$ cat config.mk
export PLATFORM = sky130hd
export DESIGN_NAME = writeback_queue
export DESIGN_NICKNAME = d
export VERILOG_FILES = /design/src/rtl/writeback_queue.sv
export SDC_FILE = /design/constraint.sdc
export NUM_CORES = 1
export LEC_CHECK = 0
export CORE_MARGIN = 10
export CORE_UTILIZATION = 25
export DETAILED_ROUTE_END_ITERATION = 7
export HOLD_SLACK_MARGIN = 0.1
export MAX_ROUTING_LAYER = met4
export SYNTH_ARGS = -nofsm -noshare
export SYNTH_HDL_FRONTEND = slang
export SYNTH_SLANG_ARGS = --single-unit
$ cat constraint.sdc
create_clock -name clk -period 4.5 [get_ports clk]
set_clock_uncertainty 0.1 [all_clocks]
set_input_delay 1.35 -clock clk [delete_from_list [all_inputs] [get_ports clk]]
set_output_delay 1.35 -clock clk [all_outputs]
set_load 0.01 [all_outputs]
$ cat src/rtl/writeback_queue.sv
// -----------------------------------------------------------------------------
// writeback_queue
//
// Write-back driver for the register file. Results from the memory-load path
// (older) and the ALU path (younger) are collected into a small in-order FIFO.
// At most one register write is issued per cycle through registered outputs
// that change only on posedge. The register file samples them on negedge.
// Pending writes are reported as hazards against the two decode-stage source
// registers.
//
// Optional feature: define WBQ_BYPASS_EN so that, with an empty queue, the
// oldest accepted input goes straight into the output registers. This saves
// one cycle of latency.
//
// Parameters
//   WORD_SIZE     data width
//   ADDRESS_SIZE  register index width
//   DEPTH         queue entries (power of two, >= 2)
//
// Ports
//   clk, rst                 clock (posedge), asynchronous active-low reset
//   mem_valid/dest/result    load result (older of the two inputs)
//   alu_valid/dest/result    ALU result (younger of the two inputs)
//   src1, src2               decode-stage source register indices
//   writeBackEn              register write strobe
//   Dest_wb, Result_WB       register write index and data
//   stall                    fewer than two free slots; producers must hold
//   hazard1, hazard2         a write to src1 / src2 is still pending
//   overflow                 sticky: an input was dropped
// -----------------------------------------------------------------------------
module writeback_queue #(
    parameter int WORD_SIZE    = 32,
    parameter int ADDRESS_SIZE = 4,
    parameter int DEPTH        = 4
) (
    input  logic                    clk,
    input  logic                    rst,
    input  logic                    mem_valid,
    input  logic [ADDRESS_SIZE-1:0] mem_dest,
    input  logic [WORD_SIZE-1:0]    mem_result,
    input  logic                    alu_valid,
    input  logic [ADDRESS_SIZE-1:0] alu_dest,
    input  logic [WORD_SIZE-1:0]    alu_result,
    input  logic [ADDRESS_SIZE-1:0] src1,
    input  logic [ADDRESS_SIZE-1:0] src2,
    output logic                    writeBackEn,
    output logic [ADDRESS_SIZE-1:0] Dest_wb,
    output logic [WORD_SIZE-1:0]    Result_WB,
    output logic                    stall,
    output logic                    hazard1,
    output logic                    hazard2,
    output logic                    overflow
);

    localparam int PW = $clog2(DEPTH);
    localparam int CW = PW + 1;
    localparam logic [CW-1:0] FULL_C   = CW'(DEPTH);
    localparam logic [CW-1:0] ALMOST_C = CW'(DEPTH - 1);

    logic [ADDRESS_SIZE-1:0] dest_mem [DEPTH];
    logic [WORD_SIZE-1:0]    data_mem [DEPTH];
    logic [PW-1:0]           rd_ptr, wr_ptr;
    logic [CW-1:0]           count;

    logic                    mem_ok, alu_ok;
    logic                    first_v, second_v;
    logic [ADDRESS_SIZE-1:0] first_dest;
    logic [WORD_SIZE-1:0]    first_data;
    logic                    pop, byp;
    logic                    en_a, en_b, drop;
    logic [ADDRESS_SIZE-1:0] a_dest;
    logic [WORD_SIZE-1:0]    a_data;
    logic [CW-1:0]           count_next;

    // Writes to R0 are discarded up front and take no slot.
    assign mem_ok = mem_valid && (mem_dest != '0);
    assign alu_ok = alu_valid && (alu_dest != '0);

    // The oldest accepted input is mem when present, otherwise alu. A second
    // candidate exists only when both are present, and it is always alu.
    assign first_v    = mem_ok || alu_ok;
    assign first_dest = mem_ok ? mem_dest   : alu_dest;
    assign first_data = mem_ok ? mem_result : alu_result;
    assign second_v   = mem_ok && alu_ok;

    assign pop = (count != '0);

`ifdef WBQ_BYPASS_EN
    assign byp = (count == '0) && first_v;
`else
    assign byp = 1'b0;
`endif

    // NOTE: every signal written in always_comb gets a default value first, so
    // no path through the block leaves it unassigned. That would infer a latch.
    always_comb begin
        en_a   = 1'b0;
        en_b   = 1'b0;
        a_dest = first_dest;
        a_data = first_data;
        if (byp) begin
            // The first input goes to the output registers. A second input
            // takes slot A of the (empty) queue.
            en_a   = second_v;
            a_dest = alu_dest;
            a_data = alu_result;
        end else begin
            // Capacity is judged on occupancy before this cycle's pop.
            en_a = first_v  && (count < FULL_C);
            en_b = second_v && (count < ALMOST_C);
        end
        drop       = !byp && ((first_v && !en_a) || (second_v && !en_b));
        count_next = count + CW'(en_a) + CW'(en_b) - CW'(pop);
    end

    assign stall = (count >= ALMOST_C);

    // A source register is hazarded by any occupied entry, and also by the
    // write currently on the output port.
    always_comb begin
        logic [PW-1:0] idx;
        hazard1 = 1'b0;
        hazard2 = 1'b0;
        for (int i = 0; i < DEPTH; i++) begin
            idx = rd_ptr + PW'(i);
            if (CW'(i) < count) begin
                if (dest_mem[idx] == src1) hazard1 = 1'b1;
                if (dest_mem[idx] == src2) hazard2 = 1'b1;
            end
        end
        if (writeBackEn && (Dest_wb == src1)) hazard1 = 1'b1;
        if (writeBackEn && (Dest_wb == src2)) hazard2 = 1'b1;
        if (src1 == '0) hazard1 = 1'b0;
        if (src2 == '0) hazard2 = 1'b0;
    end

    // NOTE: state registers use non-blocking assignments, so every flop
    // samples its inputs from before the edge, whatever the statement order.
    always_ff @(posedge clk or negedge rst) begin
        if (!rst) begin
            rd_ptr      <= '0;
            wr_ptr      <= '0;
            count       <= '0;
            writeBackEn <= 1'b0;
            Dest_wb     <= '0;
            Result_WB   <= '0;
            overflow    <= 1'b0;
        end else begin
            if (pop) begin
                writeBackEn <= 1'b1;
                Dest_wb     <= dest_mem[rd_ptr];
                Result_WB   <= data_mem[rd_ptr];
                rd_ptr      <= rd_ptr + 1'b1;
            end else if (byp) begin
                writeBackEn <= 1'b1;
                Dest_wb     <= first_dest;
                Result_WB   <= first_data;
            end else begin
                writeBackEn <= 1'b0;
            end
            wr_ptr <= wr_ptr + PW'(en_a) + PW'(en_b);
            count  <= count_next;
            if (drop) overflow <= 1'b1;
        end
    end

    // NOTE: the storage array has no reset. Occupancy comes only from count,
    // so stale contents are never observed, and a plain RAM can be used.
    always_ff @(posedge clk) begin
        if (en_a) begin
            dest_mem[wr_ptr] <= a_dest;
            data_mem[wr_ptr] <= a_data;
        end
        if (en_b) begin
            dest_mem[wr_ptr + 1'b1] <= alu_dest;
            data_mem[wr_ptr + 1'b1] <= alu_result;
        end
    end

endmodule

==> impl_metrics.toml <==
[outcome]
status = "complete, no violations"

[clock_network]
path_clk_slew_ns = 0.07
cts_sinks = 189
cts_tree = "yes"
clockBufferDepth = 2
cts_buffers = 17
htree_levels = 4
clk_latency_ns = 0.47
cts_hold_buf = 0
cts-root-buf = "clkbuf_16"

[placement]
dp.cells = 1276
gp_congestion = 0.7944
io_buffers = 124
dp_hpwl_um = 17990

[global_routing]
grt_max_degree = 39
grtUsageTotal = 0.1175
grt_pass1_wl_um = 40250
grt_pass1_vias = 6268
antenna_found_initial = 1
gr-total-overflow = 0

[worst_hold_path]
worstHoldPathType = "flip-flop to flip-flop"
whs_path_depth = 1
hold_start = "overflow"
holdPathEnd = "overflow"

[critical_path]
reg2reg_slack_ns = 1.95
required_ns = 3.05
cp-startpoint = "src2[1]"
reg2reg_depth = 5
path_class = "input pin to output port"
cp.arrival_ns = 2.90
reg2reg_from = "count[0]"
critPathLaunchType = "input pin"
crit_fanout = 6
worstSetupEndpointType = "output port"
reg2reg_to = "data_mem[2][30]"

[layout]
drive_gt1_frac = 0.3504
ff_latch_area_um2 = 5458
multi_input_area_um2 = 4039
final_common_cell = "edfxtp_1"
final_cell_mix = "edfxtp_1, mux2_2, nand2_1"
syn2layout_area_growth_pct = 27.91
nets = 876
fin_cells = 1319
nFillCells = 3801

[timing]
relSlewSlack = 0.5334
tns_ns = 0
hold_violations = 0
holdWs_ns = 0.3648
period_share = 0.9673
rsz0062_at_grt = "false"
slew_viol_final = 0
fmax_mhz = 229.7
setup_viol = 0
min_period_ns = 4.353
worst_pin_slew_ns = 0.7000

[routing]
post-route-drc-count = 0
via_per_inst = 4.418
ant_nets = 0
num_vias = 5828
drtPass1Iterations = 4
dr.first_iter.drc_count = 365
drt-total-wl_um = 26510
wl_per_cell_um = 20.10

[yosys]
seq_area_frac_synth = 0.5623
synth_top_area_cell = "edfxtp_1"
synth_warnings = 0
ys_types = 37
synthDominantCellAreaShare = 0.4461
synth_area_um2 = 9693
ys_ff_latch = 189
avgSynthCellArea_um2 = 15.10
synthCells = 642
syn-num-nets = 732
ys_top_cells_by_area = "edfxtp_1, mux2_2, dfrtp_1"

[run]
maxCapViolations = 0

[pwr]
ir_worst_vdd_uv = 295.8
power_density_nw_per_um2 = 598.0
p_leak_nw = 4.435

[floorplanning]
ios = 125
coreArea_um2 = 38470
die_h_um = 216.9
rows = 72
dieArea_um2 = 47050
chipWidth_um = 216.9
start_util = 0.2520
synth_stat cells:
cell         n
xnor2_1     16
nor2b_1      2
mux2_2     141
a21oi_1      4
inv_1        8
fa_1         3
ha_1         3
clkbuf_1    16
o21ai_4      1
mux2i_1      2
xor2_1      28
o41ai_2      1
a2111oi_4    1
nand2_1    117
a2bb2oi_1    1
o41ai_4      2
o41a_1       1
a22oi_1      1
nand3_1      2
nor2_1       4
nor4_1       8
a31oi_2      1
buf_6        6
nor3_1       3
mux4_2      47
buf_4        4
dfrtp_1     45
buf_1        5
a21o_1       2
buf_2       12
o31ai_1      1
a31oi_1      3
mux2_1       4
edfxtp_1   144
nand4_1      1
a211o_1      1
nand4b_1     1
area by class of cell:
class	instances	share of cell area
Clock buffer	20	0.03684
Sequential cell	189	0.4402
Antenna cell	2	0.0004037
Multi-Input combinational cell	402	0.3258
Timing Repair Buffer	168	0.1319
Clock inverter	12	0.01019
Tap cell	518	0.05228
Inverter	8	0.002422
layer usage:
| layer | vias to the layer above | GRT usage | wire length, µm |
|---|---|---|---|
| met4 | 0 | 0.04172 | 406 |
| met1 | 2991 | 0.1432 | 11860 |
| li1 | 2710 | - | - |
| met2 | 102 | 0.1908 | 13490 |
| met5 | - | - | 0 |
| met3 | 25 | 0.02386 | 751 |
registers in the layout (all words and copies together), names as in the netlist:
name	cells
data_mem	128
Result_WB	32
dest_mem	16
Dest_wb	4
count	3
rd_ptr	2
wr_ptr	2
overflow	1
writeBackEn	1
worst max-delay path, cell delays in order:
cell and delay (ns):
clkdlybuf4s50_1 0.45, buf_4 0.15, xnor2_1 0.12, nand2_1 0.06, nor4_1 0.21, a31oi_1 0.08
a31oi_1 0.19, dlygate4sd2_1 0.30
per-stage QoR:
stage          instance area, µm²    util  power (W)  setup WS (ns)
2_1_floorplan                9698       -   0.004644        0.08380
3_3_place_gp                11730  0.3049   0.005885        -0.2546
3_5_place_dp                11730  0.3049   0.005928        -0.2741
4_1_cts                     12330  0.3206   0.007512        0.06220
5_1_grt                     12400  0.3222   0.007883        0.01102
6_report                    12400  0.3223   0.007414         0.1471
how the worst max path moves through the flow:
stage	end	slack [ns]
2_1_floorplan	data_mem[3][0]	0.08
3_3_place_gp	hazard2	-0.25
3_5_place_dp	hazard2	-0.27
4_1_cts	hazard1	0.06
5_1_grt	hazard2	0.01
6_report	hazard2	0.15
power breakdown:
group,switching (W),internal [W]
Sequential,0.000327,0.00249
Combinational,0.00154,0.00152
Clock,0.000727,0.000809
repair_timing:
item	4_1_cts	5_1_grt
pin swaps	0	2
gates resized for setup	9	3
endpoints found under the setup margin	2	2
setup buffers	4	5
gates cloned	0	0
kinds of logic (layout without fill, tap and decap cells):
kind of cell	after synthesis	after routing	share of synthesized area
muxes	194	194	0.2797
DFF	189	189	0.5623
and+or+nand+nor	138	138	0.05744
buffers and inverters	51	208	0.02749
xor gates and xnor gates	44	44	0.03976
AOI/OAI and AO/OA	20	20	0.02324
adders and majority gates	6	6	0.01007
other	0	2	0
Note: power is estimated with default switching activity, not from simulation.
